[src/rtl/tag_free_list_pkg.sv]
// Shared definitions for the tag free list: width helpers and the default
// number of tags held back for architectural mappings after reset.
package freelist_pkg;

    localparam int RESERVED_DEFAULT = 0;

    function automatic int clog2(input int value);
        int result;
        result = 0;
        while ((1 << result) < value) result++;
        return result;
    endfunction

    // Width of a tag index and of a free-count for a given number of tags.
    function automatic int tag_w(input int width);
        return clog2(width);
    endfunction

    function automatic int count_w(input int width);
        return clog2(width + 1);
    endfunction

endpackage

[src/rtl/tag_free_list_if.sv]
// Allocate/return handshake between the rename/retire stages (master) and
// the tag free list (slave).
interface tag_free_list_if #(
    parameter int WIDTH = 4
);
    localparam int OUTW = freelist_pkg::tag_w(WIDTH);
    localparam int CNTW = freelist_pkg::count_w(WIDTH);

    logic            alloc_req;
    logic            alloc_valid;
    logic [OUTW-1:0] alloc_tag;
    logic            free_valid;
    logic [OUTW-1:0] free_tag;
    logic [CNTW-1:0] free_count;
    logic            err;

    modport master (
        output alloc_req, free_valid, free_tag,
        input  alloc_valid, alloc_tag, free_count, err
    );

    modport slave (
        input  alloc_req, free_valid, free_tag,
        output alloc_valid, alloc_tag, free_count, err
    );

endinterface

[src/rtl/tag_free_list_prioritydecoder.sv]
// Highest-set-bit priority decoder: out is the index of the highest set bit
// of in, valid is high when any bit is set; out is 0 when nothing is set.
module prioritydecoder #(
    parameter int WIDTH = 4,
    parameter int OUTW  = freelist_pkg::clog2(WIDTH)
) (
    input  logic [WIDTH-1:0] in,
    output logic [OUTW-1:0]  out,
    output logic             valid
);

    // NOTE: every output of a combinational block gets a default before any
    // conditional assignment, otherwise synthesis infers a latch.
    always_comb begin
        out   = '0;
        valid = 1'b0;
        // Ascending scan so the highest set bit is the last one written.
        for (int i = 0; i < WIDTH; i++) begin
            if (in[i]) begin
                out   = OUTW'(i);
                valid = 1'b1;
            end
        end
    end

endmodule

[src/rtl/tag_free_list.sv]
// Free bitmap of WIDTH tags; offers the highest free tag and accepts returns.
// Optional double-free/out-of-range detection under `FREELIST_CHECK_EN`.
module tag_free_list
    import freelist_pkg::*;
#(
    parameter int WIDTH    = 4,
    parameter int RESERVED = RESERVED_DEFAULT
) (
    input logic            clk,
    input logic            rst_n,
    tag_free_list_if.slave bus
);

    localparam int OUTW = clog2(WIDTH);
    localparam int CNTW = clog2(WIDTH + 1);
    localparam logic [WIDTH-1:0] RESET_MAP = ~((WIDTH'(1) << RESERVED) - WIDTH'(1));
    localparam logic [CNTW-1:0]  RESET_CNT = CNTW'(WIDTH - RESERVED);

    logic [WIDTH-1:0] free_map, free_map_next;
    logic [CNTW-1:0]  free_count, count_next;
    logic             alloc_fire, free_fire, free_in_range;
    logic             free_was_set, alloc_hits_free;

    prioritydecoder #(.WIDTH(WIDTH), .OUTW(OUTW)) u_dec (
        .in    (free_map),
        .out   (bus.alloc_tag),
        .valid (bus.alloc_valid)
    );

    assign alloc_fire      = bus.alloc_req && bus.alloc_valid;
    assign free_in_range   = (32'(bus.free_tag) < WIDTH);
    assign free_fire       = bus.free_valid && free_in_range;
    assign free_was_set    = free_in_range && free_map[bus.free_tag];
    assign alloc_hits_free = alloc_fire && (bus.alloc_tag == bus.free_tag);

    // Free is applied after alloc so a same-tag collision leaves the bit set;
    // the count then nets to zero because the bit was clear after the alloc.
    always_comb begin
        free_map_next = free_map;
        count_next    = free_count;
        if (alloc_fire) begin
            free_map_next[bus.alloc_tag] = 1'b0;
            count_next                   = count_next - CNTW'(1);
        end
        if (free_fire) begin
            free_map_next[bus.free_tag] = 1'b1;
            if (!free_was_set || alloc_hits_free) count_next = count_next + CNTW'(1);
        end
    end

    // NOTE: sequential state uses non-blocking assignments so every register
    // samples pre-edge values regardless of statement order.
    always_ff @(posedge clk or negedge rst_n) begin
        if (!rst_n) begin
            free_map   <= RESET_MAP;
            free_count <= RESET_CNT;
        end else begin
            free_map   <= free_map_next;
            free_count <= count_next;
        end
    end

    assign bus.free_count = free_count;

`ifdef FREELIST_CHECK_EN
    logic err;

    always_ff @(posedge clk or negedge rst_n) begin
        if (!rst_n) begin
            err <= 1'b0;
        end else if (bus.free_valid && (!free_in_range || free_was_set || alloc_hits_free)) begin
            err <= 1'b1;
        end
    end

    assign bus.err = err;
`else
    assign bus.err = 1'b0;
`endif

endmodule

[src/flat_wrapper.sv]
// flat-port wrapper written by rule: the top's interface ports become plain ports
module tag_free_list_flat import freelist_pkg::*;
#(
    parameter int WIDTH    = 4,
    parameter int RESERVED = RESERVED_DEFAULT
)
  (clk, rst_n, bus_alloc_req, bus_free_valid, bus_free_tag, bus_alloc_valid, bus_alloc_tag, bus_free_count, bus_err);
  tag_free_list_if #(.WIDTH(WIDTH)) bus_i ();
  input logic clk;
  input logic rst_n;
  input wire logic [$bits(bus_i.alloc_req)-1:0] bus_alloc_req;
  input wire logic [$bits(bus_i.free_valid)-1:0] bus_free_valid;
  input wire logic [$bits(bus_i.free_tag)-1:0] bus_free_tag;
  output wire logic [$bits(bus_i.alloc_valid)-1:0] bus_alloc_valid;
  output wire logic [$bits(bus_i.alloc_tag)-1:0] bus_alloc_tag;
  output wire logic [$bits(bus_i.free_count)-1:0] bus_free_count;
  output wire logic [$bits(bus_i.err)-1:0] bus_err;
  assign bus_i.alloc_req = bus_alloc_req;
  assign bus_i.free_valid = bus_free_valid;
  assign bus_i.free_tag = bus_free_tag;
  assign bus_alloc_valid = bus_i.alloc_valid;
  assign bus_alloc_tag = bus_i.alloc_tag;
  assign bus_free_count = bus_i.free_count;
  assign bus_err = bus_i.err;
  tag_free_list #(.WIDTH(WIDTH), .RESERVED(RESERVED)) u_core (.clk(clk), .rst_n(rst_n), .bus(bus_i));
endmodule
[config.mk]
export PLATFORM = sky130hd
export DESIGN_NAME = tag_free_list_flat
export DESIGN_NICKNAME = d
export VERILOG_FILES = /design/src/rtl/tag_free_list_pkg.sv /design/src/rtl/tag_free_list_if.sv /design/src/rtl/tag_free_list_prioritydecoder.sv /design/src/rtl/tag_free_list.sv /design/src/flat_wrapper.sv
export SDC_FILE = /design/constraint.sdc
export NUM_CORES = 1
export LEC_CHECK = 0
export CAP_MARGIN = 20
export CORE_AREA = 3 3 40 42
export CTS_BUF_LIST = sky130_fd_sc_hd__clkbuf_4
export CTS_CLUSTER_SIZE = 8
export DETAILED_ROUTE_END_ITERATION = 10
export DIE_AREA = 0 0 43 45
export GPL_TIMING_DRIVEN = 0
export PLACE_DENSITY_LB_ADDON = 0.05
export SLEW_MARGIN = 25
export SYNTH_ARGS = -nofsm -noshare
export SYNTH_HDL_FRONTEND = slang
export SYNTH_SLANG_ARGS = --single-unit
[constraint.sdc]
create_clock -name clk -period 2.5 [get_ports clk]
set_clock_uncertainty 0.2 [all_clocks]
set_input_delay 0.25 -clock clk [delete_from_list [all_inputs] [get_ports clk]]
set_output_delay 0.25 -clock clk [all_outputs]
set_load 0.01 [all_outputs]
==> flow_summary.toml <==
[die]
ioPinCount = 13
die_y_um = 45
die_w_um = 43
core_um2 = 1285
start_util = 0.4421
rows = 13
die_area_um2 = 1935

[cts]
worstSkewPairLatency_ns = 0.26
cts_tree = "done"
clock_sink_count = 7
post_cts_resized = 0
cts_buffers = 3
postCtsHoldBufs = 0
clk_pin_slew_ns = 0.05
clock-root-buffer = "clkbuf_4"
cts_buffer_depth = 2
htreeDepth = 1
cts_setup_buffers = 0

[synthesis]
synth_area_leaders = "dfstp_2 23%, dfrtp_1 8.8%, xnor2_1 6.2%, a221oi_4 4.6%, mux2_2 4.0%"
synth_common_cells = "5 x dfstp_2, 5 x inv_1, 5 x nand2_1"
yosys.area_share.adder = 0.02203
synthCells = 59
synth-seq-cells = 7
yosys.area_share.simple = 0.2048
synthXorXnorAreaFrac = 0.06167
async_flop_share = 1.000
ys_types = 33
synth_edf_count = 0
synthMuxAreaShare = 0.07709
synthFlopType = "dfstp_2"
synth-seq-area-share = 0.3194
synth_top_family_by_area = "compound AO/OA/AOI/OAI gates"
synth_top_area_cell = "dfstp_2"
postSynthAreaPerCell_um2 = 9.628
yosysTopAreaCellShare = 0.2313
synth.cell_area_um2 = 568.0
syn-num-nets = 66
synth_compound_area_frac = 0.2621
yosysWarnings = 0

[grt]
grt_antenna_before_repair = 0
grt_use_total = 0.1553
grt_overflow = 0
grt_max_degree = 10
first_global_vias = 467
grt_first_pass_wirelength_mm = 2.173

[critical_path]
slowest_stage = "dfstp_2"
crit_type = "reg -> out"
critPathTopFamily = "flip-flops"
crit_fanout = 6
r2r_end = "u_core.bus.free_count[1]"
worstSetupStartpointType = "flop"
worst_setup_path_end_kind = "primary output"
rrSetupSlack_ns = 0.52
slowest_delay_ns = 0.58
r2r_start = "u_core.free_map[2]"
path_cells = "nor2b_2 > or2_1 > clkdlybuf4s50_1"
worstPathRequired_ns = 2.05
worst_ep_arrival_time_ns = 1.71
critPathBufInv = 1
reg2regPathDepth = 5

[finish]
instances_no_fill = 89
syn_to_final_growth_pct = 27.53
n_antenna_cell = 0
drive_gt1_frac = 0.2838
layout.nets = 82
n_fill_cell = 124

[detailed_routing]
wl_per_cell_um = 14.20
drc_errors = 0
vias = 480
drt_iter0_drc = 6
postRouteAntennaNets = 0
dr.pass1.iters = 4
wirelength_mm = 1.264
vias_per_cell = 5.393

[sta]
max_freq_mhz = 462.7
setup_viol = 0
period_needed_ns = 2.161
final-hold-violation-count = 0
rsz0062_at_grt = "false"
final.setup.tns_ns = 0
maxSlewViolCount = 0
finalCritPeriodShare = 0.8645

[pwr]
power.density_nw_per_um2 = 910.2
comb_power_share = 0.521
seq_power_share = 0.315
ir_drop_mv = 0.4177
finalPower_uw = 659.4
switching_share = 0.3914
switchingPower_uw = 258.1
p_leak_uw = 0.0002889
p_int_uw = 401.3
clkPwrFrac = 0.164

[placed_design]
io_buffers = 11
dp.cells = 85
globalplace.congestion = 0.8330
hpwl_um = 938.9

[outcome]
status = "finished clean"

[min_path]
holdCritPathClass = "in -> async"

[flow_run]
maxCapViolCount = 0
[metal layers]
metal	vias to the layer above	GRT usage	wire length, um	share of wire
met4	0	0.07229	26	0.021
met1	221	0.2000	612	0.48
met2	9	0.2216	557	0.44
met3	4	0.07171	67	0.053
li1	246	-	-	-
met5	-	0	0	0
[placed cells by master (no fill, tap or decap), drive strengths merged, types with 2 or more instances in the layout]
cell type	count
dfstp	5
clkbuf	3
inv	5
o21ai	8
xnor2	4
clkdlybuf4s50	11
dfrtp	2
mux2	3
nand2	5
nor2	4
[power groups by stage]
stage	Combinational (uW)	Clock (uW)	Sequential [uW]
2_1_floorplan	218	0	212
3_3_place_gp	340	0	209
3_5_place_dp	343	0	208
4_1_cts	346	112	207
5_1_grt	378	121	216
6_report	343	108	208
[through the flow]
step | util | hold WS [ns] | setup WS, ns | cell area (um2)
global route | 0.5638 | 0.05873 | 0.2483 | 724.4
global placement | 0.5424 | 0.3161 | 0.1252 | 696.9
CTS | 0.5638 | 0.05912 | 0.3256 | 724.4
finish | 0.5638 | 0.06232 | 0.3386 | 724.4
floorplan | - | -0.2456 | 0.6454 | 568.0
detailed placement | 0.5424 | 0.3123 | 0.1012 | 696.9
[logic make-up after synthesis]
logic type / after synthesis
adders and majority gates: 1
xor gates and xnor gates: 4
muxes: 4
buffers and inverters: 6
and+or+nand+nor: 18
AOI/OAI and AO/OA: 18
other: 1
DFF: 7
[worst max-delay path by stage]
stage                  startpoint                       end  slack (ns)  cells after the start
2_1_floorplan  u_core.free_map[2]  u_core.bus.free_count[1]        0.65                      5
3_3_place_gp      bus_free_tag[0]  u_core.bus.free_count[1]        0.13                      6
3_5_place_dp      bus_free_tag[0]  u_core.bus.free_count[1]        0.10                      6
4_1_cts        u_core.free_map[1]          bus_alloc_tag[0]        0.33                      3
5_1_grt           bus_free_tag[0]  u_core.bus.free_count[1]        0.25                      6
6_report       u_core.free_map[1]          bus_alloc_tag[0]        0.34                      3
[state kept, by name, summed over array words and instances, names as in the netlist]
register	flops
u_core.free_map	4
u_core.bus.free_count	3
[cell type report]
| cell class | count | area (um2) | share of cell area |
|---|---|---|---|
| multi-input combinational | 46 | 360.3 | 0.4974 |
| sequential | 7 | 181.4 | 0.2504 |
| timing repair buffer | 11 | 110.1 | 0.1520 |
| clock buffer | 3 | 22.52 | 0.03109 |
| inverter | 5 | 18.77 | 0.02591 |
| tap | 15 | 18.77 | 0.02591 |
| buffer | 1 | 7.507 | 0.01036 |
| clock inverter | 1 | 5.005 | 0.006908 |
(Power assumes the default switching activity.)
